## src/rtl/mdio_arbiter.sv

```systemverilog
// -----------------------------------------------------------------------------
// mdio_arbiter
//   Round-robin arbiter that shares one MDIO driver operation port between two
//   independent clients (for example a PHY init sequencer and a link poller).
//   Transactions are serialised one at a time. Each client gets its own
//   response: read data, the driver's raw ack bit, and a timeout flag that is
//   set when the driver never reports completion.
//
// Ports
//   clk, rst_n              driver clock, asynchronous active-low reset
//   reqN_valid/ready        client N request handshake (ready is combinational)
//   reqN_rh_wl/addr/wr_data client N op type (1=read), register addr, wr data
//   rspN_valid              client N one-cycle response strobe
//   rspN_rd_data/rd_ack     client N captured read data / driver ack
//   rspN_timeout            client N transaction aborted by timeout
//   op_exec/op_rh_wl/op_addr/op_wr_data   request towards the MDIO driver
//   op_done/op_rd_data/op_rd_ack          completion from the MDIO driver
//   busy                    high whenever a transaction is in progress
// -----------------------------------------------------------------------------
module mdio_arbiter #(
    parameter logic [15:0] TIMEOUT = 16'd2000
) (
    input  logic        clk,
    input  logic        rst_n,
    input  logic        req0_valid,
    output logic        req0_ready,
    input  logic        req0_rh_wl,
    input  logic [4:0]  req0_addr,
    input  logic [15:0] req0_wr_data,
    output logic        rsp0_valid,
    output logic [15:0] rsp0_rd_data,
    output logic        rsp0_rd_ack,
    output logic        rsp0_timeout,
    input  logic        req1_valid,
    output logic        req1_ready,
    input  logic        req1_rh_wl,
    input  logic [4:0]  req1_addr,
    input  logic [15:0] req1_wr_data,
    output logic        rsp1_valid,
    output logic [15:0] rsp1_rd_data,
    output logic        rsp1_rd_ack,
    output logic        rsp1_timeout,
    output logic        op_exec,
    output logic        op_rh_wl,
    output logic [4:0]  op_addr,
    output logic [15:0] op_wr_data,
    input  logic        op_done,
    input  logic [15:0] op_rd_data,
    input  logic        op_rd_ack,
    output logic        busy
);

    typedef enum logic [1:0] {
        IDLE  = 2'd0,
        ISSUE = 2'd1,
        WAIT  = 2'd2,
        RESP  = 2'd3
    } state_t;

    state_t      state;
    state_t      state_nxt;
    logic        rr_ptr;
    logic        owner;
    logic        grant;
    logic        accept;
    logic        expire;
    logic        finish;
    logic [15:0] to_cnt;
    logic [15:0] fin_data;
    logic        fin_ack;

    // Contention is resolved by rr_ptr; a lone requester always wins.
    assign grant  = (req0_valid && req1_valid) ? rr_ptr : req1_valid;
    assign accept = (state == IDLE) && (req0_valid || req1_valid);

    // op_done has priority over expiry when both land in the same cycle.
    assign expire = (to_cnt == (TIMEOUT - 16'd1));
    assign finish = (state == WAIT) && (op_done || expire);

    // A timeout reports zero data with the ack bit set (no PHY answered).
    assign fin_data = op_done ? op_rd_data : 16'h0000;
    assign fin_ack  = op_done ? op_rd_ack  : 1'b1;

    always_ff @(posedge clk or negedge rst_n) begin
        if (!rst_n) begin
            state <= IDLE;
        end else begin
            state <= state_nxt;
        end
    end

    always_comb begin
        state_nxt = state;
        case (state)
            IDLE:    if (accept) state_nxt = ISSUE;
            ISSUE:   state_nxt = WAIT;
            WAIT:    if (op_done || expire) state_nxt = RESP;
            RESP:    state_nxt = IDLE;
            default: state_nxt = IDLE;
        endcase
    end

    always_comb begin
        op_exec    = (state == ISSUE);
        busy       = (state != IDLE);
        req0_ready = (state == IDLE) && !grant && req0_valid;
        req1_ready = (state == IDLE) &&  grant && req1_valid;
    end

    // Request capture, round-robin pointer and timeout counter.
    always_ff @(posedge clk or negedge rst_n) begin
        if (!rst_n) begin
            rr_ptr     <= 1'b0;
            owner      <= 1'b0;
            to_cnt     <= 16'd0;
            op_rh_wl   <= 1'b0;
            op_addr    <= 5'd0;
            op_wr_data <= 16'd0;
        end else begin
            if (accept) begin
                owner      <= grant;
                rr_ptr     <= ~grant;
                op_rh_wl   <= grant ? req1_rh_wl   : req0_rh_wl;
                op_addr    <= grant ? req1_addr    : req0_addr;
                op_wr_data <= grant ? req1_wr_data : req0_wr_data;
            end
            if (state == ISSUE) begin
                to_cnt <= 16'd0;
            end else if (state == WAIT && !op_done && !expire) begin
                to_cnt <= to_cnt + 16'd1;
            end
        end
    end

    // Response registers: written only for the owner, held until its next RESP.
    always_ff @(posedge clk or negedge rst_n) begin
        if (!rst_n) begin
            rsp0_valid   <= 1'b0;
            rsp0_rd_data <= 16'd0;
            rsp0_rd_ack  <= 1'b0;
            rsp0_timeout <= 1'b0;
            rsp1_valid   <= 1'b0;
            rsp1_rd_data <= 16'd0;
            rsp1_rd_ack  <= 1'b0;
            rsp1_timeout <= 1'b0;
        end else begin
            rsp0_valid <= finish && !owner;
            rsp1_valid <= finish &&  owner;
            if (finish && !owner) begin
                rsp0_rd_data <= fin_data;
                rsp0_rd_ack  <= fin_ack;
                rsp0_timeout <= !op_done;
            end
            if (finish && owner) begin
                rsp1_rd_data <= fin_data;
                rsp1_rd_ack  <= fin_ack;
                rsp1_timeout <= !op_done;
            end
        end
    end

endmodule

```

## config.mk

```make
export PLATFORM = sky130hd
export DESIGN_NAME = mdio_arbiter
export DESIGN_NICKNAME = d
export VERILOG_FILES = /design/src/rtl/mdio_arbiter.sv
export SDC_FILE = /design/constraint.sdc
export NUM_CORES = 1
export LEC_CHECK = 0
export CAP_MARGIN = 20
export CORE_MARGIN = 8
export CORE_UTILIZATION = 44
export DETAILED_ROUTE_END_ITERATION = 8
export PLACE_DENSITY = 0.76
export SLEW_MARGIN = 15
export SYNTH_ARGS = -nofsm -noshare
export SYNTH_HDL_FRONTEND = slang
export SYNTH_SLANG_ARGS = --single-unit
```

## constraint.sdc

```tcl
create_clock -name clk -period 2.4 [get_ports clk]
set_clock_uncertainty 0.2 [all_clocks]
set_input_delay 0.24 -clock clk [delete_from_list [all_inputs] [get_ports clk]]
set_output_delay 0.24 -clock clk [all_outputs]
set_load 0.02 [all_outputs]
```

==> metrics.txt <==
Cell Area, Placed=0.00477 sq mm; setup_tns=0 ns; Seq cells post-synth=80; initial antenna violation count=0; post-CTS setup buffer count=0; clk buf depth=2; CP max FO=7; routed vias=2779; num ports=between 100 and 150; Area growth, synth to finish=49.4%; crit path DAT=2.21 ns; full die area=0.0107 sq mm; most common cell after layout, fill and taps aside=clkdlybuf4s50_1; clk sinks=80; port bufs=129; antenna cells=0; mapped cell area=0.00337 sq mm; Pins Over Slew Limit=0; first-pass GRT wire length=15.1 mm; CTS Buf Count=9; peak supply drop=approximately 0.65 mV; Max Freq=0.457 GHz; crit end category=flip-flop; largest net degree at the start of global routing=between 50 and 60; number of DRC markers in iteration 0=approximately 130; vias in the first global route=3001; Starting Density=44.5%; final WL=9.62 mm; Clock Latency Late Sink=0.34 ns; Die Y=between 100 and 150 um; gpl congestion=0.798; clock transition at the registers of the reported paths=0.08 ns; final global-route overflow total=0; Syn Area/Cell=12.4 sq um; Worst Hold Class=in2async; RSZ-0062 raised after global routing=no; design area=0.00503 sq mm; post-route DRC violation count=0; status=complete, no violations; power per cell area=around 1200 mW/mm^2; chip width=103 um; worst slew pin tran=1.06 ns; CP startpoint kind=flip-flop; Final setup viols=0; sequential area share after synthesis=59.5%; clock root buffer=clkbuf_8; # nets final=474; Tmin final=2.19 ns; CTS tree=yes; ratio of cells with drive above 1 in the final layout=between 9 and 10%; All-Layer GR Usage=a little under a fifth; most frequent cells in the layout=126 x clkdlybuf4s50_1, 80 x dfrtp_1, 32 x a22o_1, 30 x inv_1, 22 x a222oi_1; syn_nets=roughly 340; YS warnings=0; Rows=32; Crit path required time=2.42 ns; core area=~0.0076 sq mm; crit path kind=reg2reg; Netlist cell types=45; H-tree depth=3; post-route ant nets=0; final-report hold violation count=0; cell count after synthesis=272; DP HPWL=6.98 mm; post-placement worst setup slack=0.170 ns; Rel. slew slack=29.2%; Vias/cell=between 5 and 6; Worst Slack Setup Final=roughly 0.21 ns; drt pass-1 iters=8; Lkg Pwr=2.29 nW; max-cap viol count=0; Final period util=91.2%; routed len/inst=about 19 um
==> path summary, 6_finish.rpt <==
kind | start | to | slack [ns] | cells after the start
setup / recovery | to_cnt[0]$_DFFE_PN0P_ | state[1]$_DFFE_PN0P_ | 0.21 | 5
hold / removal | rst_n | to_cnt[3]$_DFFE_PN0P_ | 0.28 | 2
setup reg to reg | to_cnt[0]$_DFFE_PN0P_ | state[1]$_DFFE_PN0P_ | 0.21 | 5
hold reg to reg | op_rh_wl$_DFFE_PN0P_ | op_rh_wl$_DFFE_PN0P_ | 0.29 | 2
max in group asynchronous | rst_n | to_cnt[10]$_DFFE_PN0P_ | 1.11 | 3
min in group clk | op_rd_ack | rsp1_rd_ack$_DFFE_PN0P_ | 0.29 | 3
==> per-stage QoR <==
step	power [mW]	hold WS, ns	utilization, %	std cells
2_1_floorplan	3.68	-0.256	-	272
3_3_place_gp	5.03	0.121	63.1	494
3_5_place_dp	5.09	0.119	63.1	494
4_1_cts	6.30	0.286	66.4	511
5_1_grt	6.60	0.305	66.5	511
6_report	6.23	0.277	66.5	511
==> critical path, stage by stage (launching register included) <==
cell and delay, ns:
dfrtp_1 0.41, ha_1 0.27, and4_1 0.29, a41oi_2 0.25, a21oi_1 0.28, mux2_2 0.36
==> power by group <==
group | switching (mW) | internal [mW]
logic | 1.47 | 1.42
clock network | 0.487 | 0.699
registers | 0.298 | 1.85
==> state kept, by name, indices dropped and copies added, names as in the netlist <==
register	cells
op_addr	5
op_rh_wl	1
op_wr_data	16
owner	1
rr_ptr	1
rsp0_rd_ack	1
rsp0_rd_data	16
rsp0_timeout	1
rsp0_valid	1
rsp1_rd_ack	1
rsp1_rd_data	16
rsp1_timeout	1
rsp1_valid	1
state	2
to_cnt	16
==> cell type report <==
type | count | area, sq um
repair buffers | 136 | 1350
inverters | 30 | 113
well taps | 102 | 128
multi-input cells | 147 | 1190
fillers | 579 | 2540
clock buffers | 10 | 128
clock inverters | 6 | 116
flip-flops and latches | 80 | 2000
==> cell usage after synthesis (all sizes together) <==
master	count	area, sq um
dfrtp	80	2000
a22o	32	280
inv	30	113
a222oi	22	220
nor2	17	63.8
clkbuf	8	30.0
a21oi	7	35.0
buf	7	47.6
nand4	7	43.8
xor2	6	52.6
nand3	5	42.5
and4	4	37.5
ha	4	50.1
nand2	4	17.5
xnor2	4	35.0
mux2	3	33.8
nor2b	3	18.8
nor4	3	33.8
a21o	2	15.0
a2bb2oi	2	17.5
and2	2	12.5
nand4b	2	17.5
nor3	2	10.0
o31ai	2	15.0
or4	2	15.0
a31o	1	8.76
a31oi	1	6.26
a41o	1	11.3
a41oi	1	16.3
and3	1	6.26
and4b	1	13.8
mux2i	1	10.0
nand2b	1	6.26
o21ai	1	5.00
o22a	1	8.76
or2	1	6.26
or2b	1	7.51
==> logic make-up (layout without fill, tap and decap cells) <==
group	after synthesis	count (layout)	share of synthesized area (%)
muxes	4	4	1.30
xor gates and xnor gates	10	10	2.60
AOI/OAI and AO/OA	73	73	19.0
DFF	80	80	59.5
and+or+nand+nor	56	56	10.5
buffers and inverters	45	182	5.65
adders and majority gates	4	4	1.49
==> routing by layer <==
layer	part of all wire [%]	vias up	track usage, %
met1	42	1380	21.8
li1	-	1292	-
met2	50	94	31.1
met4	1.7	0	7.34
met3	6.7	13	4.28
met5	0	-	0
==> repair_timing <==
item / CTS / global route
endpoints found under the hold margin: 50 / 0
hold buffers: 1 / 0
gates resized for setup: 3 / 1
setup endpoints to repair: 2 / 1
No activity file was read; power rests on OpenSTA's default activity.
